$ cat config.mk
export PLATFORM = sky130hd
export DESIGN_NAME = dma_address_generator_flat
export DESIGN_NICKNAME = d
export VERILOG_FILES = /design/src/rtl/dma_address_generator_if.sv /design/src/rtl/dma_address_generator.sv /design/src/flat_wrapper.sv
export SDC_FILE = /design/constraint.sdc
export NUM_CORES = 1
export LEC_CHECK = 0
export BUFFER_PORTS_ARGS = -buffer_cell sky130_fd_sc_hd__buf_2
export CORE_MARGIN = 2
export CORE_UTILIZATION = 65
export CTS_BUF_LIST = sky130_fd_sc_hd__clkbuf_2
export DETAILED_ROUTE_END_ITERATION = 6
export PLACE_DENSITY_LB_ADDON = 0.15
export RECOVER_POWER = 50
export REMOVE_ABC_BUFFERS = 1
export SLEW_MARGIN = 20
export SYNTH_ARGS = -nofsm -noshare
export SYNTH_HDL_FRONTEND = slang
export SYNTH_SLANG_ARGS = --single-unit
export TNS_END_PERCENT = 10
$ cat constraint.sdc
create_clock -name CLK -period 6.35 [get_ports CLK]
set_input_delay 0.635 -clock CLK [delete_from_list [all_inputs] [get_ports CLK]]
set_output_delay 0.635 -clock CLK [all_outputs]
set_load 0.05 [all_outputs]
$ cat src/rtl/dma_address_generator_if.sv
// Bus/handshake bundle for dma_address_generator.
// The master modport is the CPU/priority-logic side; the slave modport is the generator.
interface dma_address_generator_if #(
  parameter int NUM_CH = 4
);
  localparam int CHW = (NUM_CH > 1) ? $clog2(NUM_CH) : 1;

  // CPU programming path
  logic              prog_wr;
  logic [CHW-1:0]    prog_ch;
  logic              prog_sel;
  logic [7:0]        prog_data;
  logic              ff_clear;

  // Per-channel mode bits
  logic [NUM_CH-1:0] mode_dec;
  logic [NUM_CH-1:0] mode_autoinit;
  logic [NUM_CH-1:0] mode_hold;

  // Service handshake from priority/timing logic
  logic              svc_start;
  logic [CHW-1:0]    svc_ch;
  logic              step;
  logic              svc_end;

  // System-bus side
  logic              AEN;
  logic              ADSTB;
  logic [7:0]        addr_lo;
  logic [7:0]        db_out;
  logic              db_oe;
  logic              tc;
  logic [CHW-1:0]    active_ch;

  modport master (
    output prog_wr, prog_ch, prog_sel, prog_data, ff_clear,
    output mode_dec, mode_autoinit, mode_hold,
    output svc_start, svc_ch, step, svc_end,
    input  AEN, ADSTB, addr_lo, db_out, db_oe, tc, active_ch
  );

  modport slave (
    input  prog_wr, prog_ch, prog_sel, prog_data, ff_clear,
    input  mode_dec, mode_autoinit, mode_hold,
    input  svc_start, svc_ch, step, svc_end,
    output AEN, ADSTB, addr_lo, db_out, db_oe, tc, active_ch
  );
endinterface

$ cat src/rtl/dma_address_generator.sv
// 8237A-style per-channel address/word-count register file and transfer sequencer.
// Drives AEN/ADSTB/A7-A0 and puts the upper address byte on the data bus only
// when the external latch has to be (re)loaded.
// Optional feature macro: ADDR_HOLD_EN -- when defined, mode_hold freezes the
// active channel's address on each transfer (count still runs, auto-init still reloads).
module dma_address_generator #(
  parameter int NUM_CH = 4,
  parameter int AW     = 16
) (
  input  logic                   CLK,
  input  logic                   RESET,
  dma_address_generator_if.slave bus
);
  localparam int CHW = (NUM_CH > 1) ? $clog2(NUM_CH) : 1;

  typedef enum logic [1:0] {
    IDLE = 2'd0,
    STB  = 2'd1,
    XFER = 2'd2
  } state_t;

  state_t         state_reg, state_next;
  logic [CHW-1:0] active_reg, active_next;
  logic           ff_reg, ff_next;

  // Current registers of every channel, flattened so the active one can be muxed out
  logic [NUM_CH-1:0][AW-1:0] cur_addr_all;
  logic [NUM_CH-1:0][AW-1:0] cur_cnt_all;

  logic [AW-1:0] act_addr, act_cnt, step_addr, new_addr;
  logic          hold, upd, term, reload, restrobe;

  // Write one byte of a 16-bit register; hi selects the upper byte
  function automatic logic [AW-1:0] merge_byte(input logic [AW-1:0] old,
                                               input logic [7:0]    data,
                                               input logic          hi);
    logic [AW-1:0] v;
    v = old;
    if (hi) v[AW-1:AW-8] = data;
    else    v[7:0]       = data;
    return v;
  endfunction

`ifdef ADDR_HOLD_EN
  assign hold = bus.mode_hold[active_reg];
`else
  logic unused_hold;
  assign hold        = 1'b0;
  assign unused_hold = ^bus.mode_hold;
`endif

  // Active channel's registers and the result of a transfer step on them
  always_comb begin
    act_addr  = cur_addr_all[active_reg];
    act_cnt   = cur_cnt_all[active_reg];
    step_addr = bus.mode_dec[active_reg] ? (act_addr - AW'(1)) : (act_addr + AW'(1));
    new_addr  = hold ? act_addr : step_addr;
    upd       = (state_reg == XFER) && bus.step;
    term      = (act_cnt == '0);
    reload    = term && bus.mode_autoinit[active_reg];
    restrobe  = (new_addr[AW-1:AW-8] != act_addr[AW-1:AW-8]);
  end

  // Per-channel base/current registers: CPU writes, plus step update on the active channel
  for (genvar gi = 0; gi < NUM_CH; gi++) begin : g_ch
    logic [AW-1:0] base_addr_reg, base_cnt_reg, cur_addr_reg, cur_cnt_reg;
    logic          wr_hit, wr_cur, upd_hit;

    assign wr_hit  = bus.prog_wr && (bus.prog_ch == CHW'(gi));
    // The channel being serviced keeps its working registers; only base is reprogrammable
    assign wr_cur  = wr_hit && !((state_reg != IDLE) && (active_reg == CHW'(gi)));
    assign upd_hit = upd && (active_reg == CHW'(gi));

    // Register file update for channel gi
    always_ff @(posedge CLK) begin
      if (RESET) begin
        base_addr_reg <= '0;
        base_cnt_reg  <= '0;
        cur_addr_reg  <= '0;
        cur_cnt_reg   <= '0;
      end else begin
        if (wr_hit && !bus.prog_sel) base_addr_reg <= merge_byte(base_addr_reg, bus.prog_data, ff_reg);
        if (wr_hit &&  bus.prog_sel) base_cnt_reg  <= merge_byte(base_cnt_reg,  bus.prog_data, ff_reg);
        if (upd_hit) begin
          if (reload) begin
            cur_addr_reg <= base_addr_reg;
            cur_cnt_reg  <= base_cnt_reg;
          end else begin
            cur_addr_reg <= new_addr;
            cur_cnt_reg  <= cur_cnt_reg - AW'(1);
          end
        end else begin
          if (wr_cur && !bus.prog_sel) cur_addr_reg <= merge_byte(cur_addr_reg, bus.prog_data, ff_reg);
          if (wr_cur &&  bus.prog_sel) cur_cnt_reg  <= merge_byte(cur_cnt_reg,  bus.prog_data, ff_reg);
        end
      end
    end

    assign cur_addr_all[gi] = cur_addr_reg;
    assign cur_cnt_all[gi]  = cur_cnt_reg;
  end

  // State, active channel and byte-pointer registers
  always_ff @(posedge CLK) begin
    if (RESET) begin
      state_reg  <= IDLE;
      active_reg <= '0;
      ff_reg     <= 1'b0;
    end else begin
      state_reg  <= state_next;
      active_reg <= active_next;
      ff_reg     <= ff_next;
    end
  end

  // Next-state logic; the byte pointer toggles per write and clear wins over the toggle
  always_comb begin
    state_next  = state_reg;
    active_next = active_reg;
    ff_next     = bus.ff_clear ? 1'b0 : (bus.prog_wr ? ~ff_reg : ff_reg);
    case (state_reg)
      IDLE: begin
        if (bus.svc_start) begin
          active_next = bus.svc_ch;
          state_next  = STB;
        end
      end
      STB:  state_next = XFER;
      XFER: begin
        if (bus.step) begin
          if (term || bus.svc_end) state_next = IDLE;
          else if (restrobe)       state_next = STB;
        end else if (bus.svc_end) begin
          state_next = IDLE;
        end
      end
      default: state_next = IDLE;
    endcase
  end

  // Bus outputs decoded from state; tc marks the terminal step itself
  always_comb begin
    bus.AEN     = 1'b0;
    bus.ADSTB   = 1'b0;
    bus.db_oe   = 1'b0;
    bus.db_out  = '0;
    bus.addr_lo = '0;
    case (state_reg)
      STB: begin
        bus.AEN     = 1'b1;
        bus.ADSTB   = 1'b1;
        bus.db_oe   = 1'b1;
        bus.db_out  = act_addr[AW-1:AW-8];
        bus.addr_lo = act_addr[7:0];
      end
      XFER: begin
        bus.AEN     = 1'b1;
        bus.addr_lo = act_addr[7:0];
      end
      default: ;
    endcase
    bus.tc = upd && term && !RESET;
  end

  assign bus.active_ch = active_reg;

endmodule

$ cat src/flat_wrapper.sv
// flat-port wrapper written by rule: the top's interface ports become plain ports
module dma_address_generator_flat 
#(
  parameter int NUM_CH = 4,
  parameter int AW     = 16
)
  (CLK, RESET, bus_prog_wr, bus_prog_ch, bus_prog_sel, bus_prog_data, bus_ff_clear, bus_mode_dec, bus_mode_autoinit, bus_mode_hold, bus_svc_start, bus_svc_ch, bus_step, bus_svc_end, bus_AEN, bus_ADSTB, bus_addr_lo, bus_db_out, bus_db_oe, bus_tc, bus_active_ch);
  dma_address_generator_if #(.NUM_CH(NUM_CH)) bus_i ();
  input  logic CLK;
  input  logic RESET;
  input wire logic [$bits(bus_i.prog_wr)-1:0] bus_prog_wr;
  input wire logic [$bits(bus_i.prog_ch)-1:0] bus_prog_ch;
  input wire logic [$bits(bus_i.prog_sel)-1:0] bus_prog_sel;
  input wire logic [$bits(bus_i.prog_data)-1:0] bus_prog_data;
  input wire logic [$bits(bus_i.ff_clear)-1:0] bus_ff_clear;
  input wire logic [$bits(bus_i.mode_dec)-1:0] bus_mode_dec;
  input wire logic [$bits(bus_i.mode_autoinit)-1:0] bus_mode_autoinit;
  input wire logic [$bits(bus_i.mode_hold)-1:0] bus_mode_hold;
  input wire logic [$bits(bus_i.svc_start)-1:0] bus_svc_start;
  input wire logic [$bits(bus_i.svc_ch)-1:0] bus_svc_ch;
  input wire logic [$bits(bus_i.step)-1:0] bus_step;
  input wire logic [$bits(bus_i.svc_end)-1:0] bus_svc_end;
  output wire logic [$bits(bus_i.AEN)-1:0] bus_AEN;
  output wire logic [$bits(bus_i.ADSTB)-1:0] bus_ADSTB;
  output wire logic [$bits(bus_i.addr_lo)-1:0] bus_addr_lo;
  output wire logic [$bits(bus_i.db_out)-1:0] bus_db_out;
  output wire logic [$bits(bus_i.db_oe)-1:0] bus_db_oe;
  output wire logic [$bits(bus_i.tc)-1:0] bus_tc;
  output wire logic [$bits(bus_i.active_ch)-1:0] bus_active_ch;
  assign bus_i.prog_wr = bus_prog_wr;
  assign bus_i.prog_ch = bus_prog_ch;
  assign bus_i.prog_sel = bus_prog_sel;
  assign bus_i.prog_data = bus_prog_data;
  assign bus_i.ff_clear = bus_ff_clear;
  assign bus_i.mode_dec = bus_mode_dec;
  assign bus_i.mode_autoinit = bus_mode_autoinit;
  assign bus_i.mode_hold = bus_mode_hold;
  assign bus_i.svc_start = bus_svc_start;
  assign bus_i.svc_ch = bus_svc_ch;
  assign bus_i.step = bus_step;
  assign bus_i.svc_end = bus_svc_end;
  assign bus_AEN = bus_i.AEN;
  assign bus_ADSTB = bus_i.ADSTB;
  assign bus_addr_lo = bus_i.addr_lo;
  assign bus_db_out = bus_i.db_out;
  assign bus_db_oe = bus_i.db_oe;
  assign bus_tc = bus_i.tc;
  assign bus_active_ch = bus_i.active_ch;
  dma_address_generator #(.NUM_CH(NUM_CH), .AW(AW)) u_core (.CLK(CLK), .RESET(RESET), .bus(bus_i));
endmodule
==> run summary, run 1 <==
The flow ran to the end, and the final reports show no timing, DRC or antenna violations. The pin count of the biggest net entering global routing was 92; the max-cap violation count was 0. For this run, global-route usage on met1 was measured as 46.99%.

The core outline area was 21,090 um2. Summing the areas of all compound-gate instances in the mapped netlist gives 22.87% of the synthesized area. The Yosys step of the flow raised 0 warnings. The logs give 0 ns for the total negative slack and 5.687 nW for the leakage power summed over all cells. Across all layers, the routed design uses 13,260 vias. Counting tap cells, the placed design contains a total of 1,923 instances.

Port buffering added 49 buffers. The die width came out at 150.6 um. The slowest cell on the critical path is sky130_fd_sc_hd__dfxtp_1. Multiplexer cells account for 9.353% of the synthesized area. For the pin with the worst max-slew slack, the measured transition is 1.284 ns. The number of synthesized flops with an enable pin works out to 0. The initial utilization of the core area, before any placement, comes to 66.23%.

Once placement finished, the instance area stood at 14,180 um2. Relative to the synthesized area, the layout overhead comes to 5.949%. The die is 150.6 um tall. The XOR/XNOR share of the synthesized area came out at 4.139%. After synthesis, the netlist uses 68 different library cells.

TritonCTS built the clock tree. Number of global-route vias before repair: 12,550. The tools report the global-route wire length before repair as 64.96 mm. Using the TritonRoute via totals, the vias-per-cell ratio works out to 6.496. Final number of max-transition violations: 0. In the global route stage, met3 resource usage came out at 7.424%. Remaining global-route overflow: 0.

The HPWL after detailed placement is 25.93 mm. In this run the worst hold path is classified as in -> reg. The number of buffers and inverters on the critical path is 3. The peak fanout along the critical path is 18. The run gives 3 as the worst-case clock buffer depth.

For this block, the initial DRC count from the detailed router was 1,330. The post-synthesis adder-cell area fraction came out at 2.114%. STA puts the critical path data arrival time at 4.30 ns. The run gives 1,713 as the synthesized instance count. The overall power consumption is 4.535 mW. Walking the worst path, the cells encountered are buf_4 > inv_1 > o41a_1 > a221oi_4 > nor3b_1 > buf_2. For the detailed-route DRC error count, the log shows 0. The endpoint class of the critical path is an output pin. Across the VDD grid, the largest voltage drop is 0.0002206 V.

The floorplan has 53 rows. The final non-filler cell area came out at 14,800 um2. On the worst path, the slowest cell contributes a delay of 1.06 ns. The clock-pin slew on the worst setup and hold paths was 0.10 ns. The post-route netlist has 11.61% of its cells at a drive strength greater than 1. The cell family contributing the most delay on the critical path is flip-flops. The summed instance area of the synthesized netlist is 13,970 um2. For the final instance count without filler cells, the log shows 2,041. The first detailed-routing pass ran for 5 iterations. Cells fill 70.17% of the core in the end.

The net count of the finished layout is 1,778. The relative slew slack came out at 14.06%. For the final setup violation count, the log shows 0. For this run, the top clock speed supported by timing is 202.7 MHz.

The number of cells on the worst hold path was 3. Global routing consumed, on the met2 layer, 57.93% of the routing resources. Counting flops and latches in the post-synthesis netlist gives 261. The number of cells traversed by the worst register-to-register path came out at 11.

The combinational family with the most area after synthesis was compound AO/OA/AOI/OAI gates. For the final critical-path setup slack, the log shows 1.417 ns. Total wire length after detailed routing: 40.83 mm. Counting I/O delays and the setup requirement, the final critical path takes 4.933 ns. Routability-driven placement finished with a final weighted congestion of 0.9041. The mean cell area of the mapped netlist came out at 8.153 um2.

Count of endpoints failing hold in the final timing report: 0. The tree is rooted in a sky130_fd_sc_hd__clkbuf_2. The H-tree was split into 3 levels. The die covers 22,670 um2. The share of flip-flops with an asynchronous set or reset is 0%. In this run the power density over the cells is 306.5 nW/um2. The fraction of the yosys area taken by sequential cells came out at 37.41%. Most congested layer reported by global routing: met2. The most frequently used flop master after synthesis is sky130_fd_sc_hd__dfxtp_1. Worst slack at placement: 2.028 ns. Data on the critical path is required at its endpoint by 5.71 ns.

The final critical path takes up 77.69% of the cycle. CTS saw 261 sinks. Setup repair after global routing left no endpoint under its margin.

The critical path runs through a total of 6 cells. Dividing the detail-routed wire length by the instance count gives 20.01 um. The critical path launch point type is a flop. The worst setup path category is reg -> out. The tools report the clock latency on the worst-skew pair as 0.89 ns. The remaining antenna violation count after routing was 0.

The tools report the number of antenna violations at the first check in global routing as 2. The tools report the total setup buffers inserted after CTS as 0. The total clock buffers created by CTS is 70, and the top-level port count is 54. The final clock skew was 0.07093 ns. For the total track usage, the log shows 36.22%.

Summing the areas of all and, or, nand and nor instances in the mapped netlist gives 19.44% of the synthesized area. Across all hold checks on the routed design, the worst slack comes to 0.05829 ns.
## cell type report
cell class,count,area (um2)
Clock buffer,100,500.5
Clock inverter,14,86.33
Tap cell,275,344.1
Multi-Input combinational cell,1293,8124
Timing Repair Buffer,72,420.4
Inverter,25,93.84
Antenna cell,1,2.502
Sequential cell,261,5225
Fill cell,1810,6291
## report_power, final
group | switching, mW | internal (mW)
registers | 0.0661 | 1.69
logic | 1.14 | 0.479
clock network | 0.701 | 0.457
## cell usage in the layout, fill, tap and decap left out, drive strengths merged, types with 7 or more instances in the layout
master,instances
o211ai,56
xor2,19
a221oi,7
a21o,16
nand2b,10
or3,11
a21oi,139
nand2,222
xnor2,47
ha,22
and2,20
nor4,9
clkinv,7
o21ai,85
o21a,9
inv,29
mux4,18
nor2,249
clkbuf,109
o311a,13
nand3,30
buf,60
nor3,30
mux2i,90
a211o,37
a311o,13
a311oi,33
a31oi,22
dfxtp,261
## cell usage after synthesis (8+ instances only)
cell type | count | area (um2)
sky130_fd_sc_hd__a211o_1 | 37 | 324.1
sky130_fd_sc_hd__a21o_1 | 16 | 120.1
sky130_fd_sc_hd__a21oi_1 | 139 | 695.7
sky130_fd_sc_hd__a311o_1 | 13 | 130.1
sky130_fd_sc_hd__a311oi_1 | 33 | 289.0
sky130_fd_sc_hd__a31oi_1 | 22 | 137.6
sky130_fd_sc_hd__and2_1 | 19 | 118.9
sky130_fd_sc_hd__buf_2 | 8 | 40.04
sky130_fd_sc_hd__clkbuf_1 | 116 | 435.4
sky130_fd_sc_hd__dfxtp_1 | 261 | 5225
sky130_fd_sc_hd__ha_1 | 22 | 275.3
sky130_fd_sc_hd__inv_1 | 25 | 93.84
sky130_fd_sc_hd__mux2i_1 | 90 | 900.9
sky130_fd_sc_hd__mux4_2 | 18 | 405.4
sky130_fd_sc_hd__nand2_1 | 220 | 825.8
sky130_fd_sc_hd__nand2b_1 | 9 | 56.30
sky130_fd_sc_hd__nand3_1 | 30 | 150.1
sky130_fd_sc_hd__nor2_1 | 249 | 934.7
sky130_fd_sc_hd__nor3_1 | 29 | 145.1
sky130_fd_sc_hd__nor4_1 | 8 | 50.05
sky130_fd_sc_hd__o211ai_1 | 56 | 420.4
sky130_fd_sc_hd__o21a_1 | 9 | 67.56
sky130_fd_sc_hd__o21ai_0 | 77 | 385.4
sky130_fd_sc_hd__o21ai_1 | 8 | 40.04
sky130_fd_sc_hd__o311a_1 | 13 | 130.1
sky130_fd_sc_hd__or3_1 | 11 | 68.82
sky130_fd_sc_hd__xnor2_1 | 47 | 411.6
sky130_fd_sc_hd__xor2_1 | 19 | 166.4
## worst register-to-register path: stages, from the launching register on
cell                       delay [ns]
sky130_fd_sc_hd__dfxtp_1         1.06
sky130_fd_sc_hd__buf_4           0.47
sky130_fd_sc_hd__mux4_2          0.65
sky130_fd_sc_hd__ha_1            0.24
sky130_fd_sc_hd__a21o_1          0.17
sky130_fd_sc_hd__a31oi_1         0.57
sky130_fd_sc_hd__o21ai_0         0.33
sky130_fd_sc_hd__a21o_1          0.24
sky130_fd_sc_hd__a211o_1         0.38
sky130_fd_sc_hd__a221oi_1        0.28
sky130_fd_sc_hd__or3_1           0.16
sky130_fd_sc_hd__a21oi_1         0.07
## final timing paths
kind | startpoint | to | slack [ns]
worst max-delay path | u_core.bus.active_ch[0]$_SDFFE_PP0P_ | bus_tc | 1.42
worst min-delay path | bus_svc_start | u_core.bus.active_ch[0]$_SDFFE_PP0P_ | 0.06
worst max register to register | u_core.bus.active_ch[0]$_SDFFE_PP0P_ | u_core.g_ch[0].cur_addr_reg[7]$_SDFFE_PP0P_ | 1.58
worst min register to register | u_core.g_ch[2].cur_addr_reg[3]$_SDFFE_PP0P_ | u_core.g_ch[2].cur_addr_reg[3]$_SDFFE_PP0P_ | 0.45
## layer usage
layer	vias up	routed length (um)
li1	6207	-
met1	6249	16710
met2	662	18840
met3	139	3744
met4	2	1527
met5	-	13
## kinds of logic after synthesis
kind of cell,Yosys count
AND/OR/NAND/NOR,622
AO/OA/AOI/OAI,474
flip-flops,261
buffers and inverters,159
multiplexers,108
XOR/XNOR,66
adder cells (fa/ha/maj),23
## repair_timing
item                       in CTS  in global routing
resized for setup               0                  0
hold buffers                    3                  0
setup endpoints to repair       0                  0
hold endpoints to repair        3                  0
(Power assumes the default switching activity.)
==> run 2: changes to the inputs <==
==> constraint.sdc (replaced) <==
create_clock -name CLK -period 4.9 [get_ports CLK]
set_input_delay 0.49 -clock CLK [delete_from_list [all_inputs] [get_ports CLK]]
set_output_delay 0.49 -clock CLK [all_outputs]
set_load 0.05 [all_outputs]
==> run summary, run 2 (synthesized netlist as in run 1, its figures left out) <==
The total number of clock tree sinks came out at 261 (unchanged). Setup repair after global routing left no endpoint under its margin. The worst slack at placement is 0.7855 ns (-1.243 ns), and the total length of routed met2 wires is 18.61 mm (-1.2%). The tools report the post-route core utilization as 70.80% (+0.63 points). The final reports fail on max-capacitance violations, max-slew violations. The final critical-path setup slack is 0.3346 ns (-1.082 ns), and the leakage power summed over all cells is 5.762 nW (+1.3%).

For the number of detailed-route iterations in the first pass, the log shows 5 (unchanged). The power density normalized to cell area is 402.5 nW/um2 (+31%), and the number of global-route vias before repair is 12,300 (-2.0%). The logs give 0.0002647 V (+20%) for the maximum vdd drop and 14,260 um2 (+0.58%) for the total placed instance area. The effective utilization at floorplan is 66.23% (unchanged), and the die height is 150.6 um (unchanged). The tools report the overall power consumption as 6.009 mW (+32%).

Most frequent standard cell in the layout excluding fill and tap cells: sky130_fd_sc_hd__dfxtp_1. The tools report the endpoint class of the critical path as an output pin. The number of buffers inserted by port buffering was 49 (unchanged); the HPWL after detailed placement was 26.52 mm (+2.3%).

The die footprint was 22,670 um2 (unchanged); the required time reported for the critical path endpoint was 4.41 ns (-1.30 ns). The worst setup path is launched from a flop. Static timing analysis puts the maximum clock frequency at 219.0 MHz. TritonCTS built the clock tree. The tools report the detailed-route DRC error count as 0 (unchanged). The tree is rooted in a sky130_fd_sc_hd__clkbuf_2. The violation count after the first detailed-route iteration was 1,424 (+7.1%).

The worst setup path category was reg -> out. The worst path uses 93.17% of the clock period. The run gives 0 (unchanged) as the final setup violation count.

The logs give 1 (-1) for the number of antenna violations at the first check in global routing and 0 (unchanged) for the remaining global-route overflow. The total wire length after detailed routing is 40.72 mm (-0.28%), and the remaining antenna violation count after routing is 0 (unchanged). The average via count per standard cell is 6.474 (-0.34%).

The path type of the worst min-delay path is in -> reg. The logs give 3 (unchanged) for the worst-case clock buffer depth and 13,300 (+0.29%) for the count of vias placed by the detailed router. The routed metal-1 wirelength was 16.89 mm (+1.1%); the per-cell routed wire length was 19.82 um (-0.91%). The uppermost layer routed was met4. The die width works out to 150.6 um (unchanged). The tools report the final number of max-transition violations as 93 (+93).

Leaving out fill and tap cells, the most frequent cells in the layout are sky130_fd_sc_hd__dfxtp_1, sky130_fd_sc_hd__nor2_1, sky130_fd_sc_hd__nand2_1. The tools report the data arrival time at the worst-slack endpoint as 4.08 ns (-0.22 ns). The core outline area is 21,090 um2 (unchanged), and the post-cts repair resize count is 0 (unchanged).

The total clock buffers created by CTS came out at 68 (-2.9%). The share of post-route cells with drive strength above 1 works out to 12.16% (+0.54 points). Number of rows in the core area: 53 (unchanged).

The relative slew slack was -170.2% (-180 points); the clock-pin slew on the worst setup and hold paths was 0.11 ns (about the same). For the total track usage, the log shows 35.68% (-0.55 points). The count of endpoints failing hold in the final timing report was 0 (unchanged). The slew of the pin with the lowest slew margin was 4.053 ns (+2.768 ns); the clock period minus worst slack was 4.565 ns. The run gives 0.08382 ns (+0.01289 ns) as the final clock skew. The run finished, with violations left. The global-route wire length before repair was 63.86 mm (-1.7%). The final non-filler cell area is 14,930 um2 (+0.90%), and the peak fanout along the critical path is 13 (-5). The max-cap violation count is 1 (+1), and the count of H-tree levels built during CTS is 3 (unchanged).

The clock latency on the worst-skew pair came out at 0.86 ns (-0.03 ns). The run gives 0.9242 (+2.2%) as the global placer's final weighted congestion. Pin count of the biggest net entering global routing: 108 (+17%). Number of nets in the layout: 1,791 (+0.73%). Compared with the post-synthesis result, the final layout area differs by 6.908%.

The top-level port count was 54 (unchanged); the routed length on met3 was 4.055 mm (+8.3%).
[run 2: cell count changes in the layout (fill, tap and decap cells not counted), moves of 2 or more]
cell,change
sky130_fd_sc_hd__clkinvlp_4,-2
sky130_fd_sc_hd__inv_2,-2
sky130_fd_sc_hd__dlygate4sd3_1,+4
sky130_fd_sc_hd__buf_4,+10
sky130_fd_sc_hd__clkinv_1,-2
[run 2: area by class of cell]
cell class | count | area [um2]
fill | 1775 | 6157
multi-input combinational | 1293 | 8128
clock inverter | 10 | 91.34
timing repair buffer | 87 | 536.8
clock buffer | 101 | 505.5
antenna | 2 | 5.005
tap | 275 | 344.1
sequential | 261 | 5226
inverter | 25 | 93.84
[run 2: layer usage]
layer	up-vias	GRT usage [%]
met3	94	8.091
met5	-	0
li1	6224	-
met4	0	13.27
met1	6302	47.84
met2	678	56.39
[run 2: path summary, 6_finish.rpt]
check,from,endpoint,slack [ns],cells after the start
hold reg to reg,u_core.g_ch[1].cur_addr_reg[6]$_SDFFE_PP0P_,u_core.g_ch[1].cur_addr_reg[6]$_SDFFE_PP0P_,0.45,2
setup reg to reg,u_core.bus.active_ch[0]$_SDFFE_PP0P_,u_core.g_ch[2].cur_addr_reg[9]$_SDFFE_PP0P_,0.58,10
setup / recovery,u_core.bus.active_ch[0]$_SDFFE_PP0P_,bus_tc,0.33,8
hold / removal,bus_prog_wr,u_core.ff_reg$_SDFFE_PP0P_,0.05,3
[run 2: report_power, final]
| part | total [mW] | switching [mW] | internal (mW) | leakage (nW) |
|---|---|---|---|---|
| clock network | 1.52 | 0.879 | 0.643 | 0.468 |
| logic | 2.21 | 1.51 | 0.698 | 3.18 |
| registers | 2.28 | 0.0813 | 2.20 | 2.11 |
| total | 6.01 | 2.47 | 3.54 | 5.76 |
[run 2: what timing repair did]
action                                 4_1_cts  5_1_grt
hold buffers                                 7        0
endpoints found under the hold margin        3        0
setup buffers                                0        0
[run 2: critical path, stage by stage, from the launching register on]
cell,delay (ns)
sky130_fd_sc_hd__dfxtp_2,0.67
sky130_fd_sc_hd__buf_4,0.36
sky130_fd_sc_hd__buf_4,0.25
sky130_fd_sc_hd__inv_1,0.14
sky130_fd_sc_hd__o41a_1,0.47
sky130_fd_sc_hd__a221oi_4,0.51
sky130_fd_sc_hd__buf_4,0.23
sky130_fd_sc_hd__nor3b_1,0.29
sky130_fd_sc_hd__buf_2,0.34
[run 2: per-stage QoR]
step,setup TNS (ns),std cells,hold slack [ns]
global route,0,2054,0.03445
detailed placement,0,1934,0.4421
floorplan,-30.87,1579,0.4226
CTS,0,2052,0.006502
finish,0,2054,0.05315
global placement,0,1934,0.4368
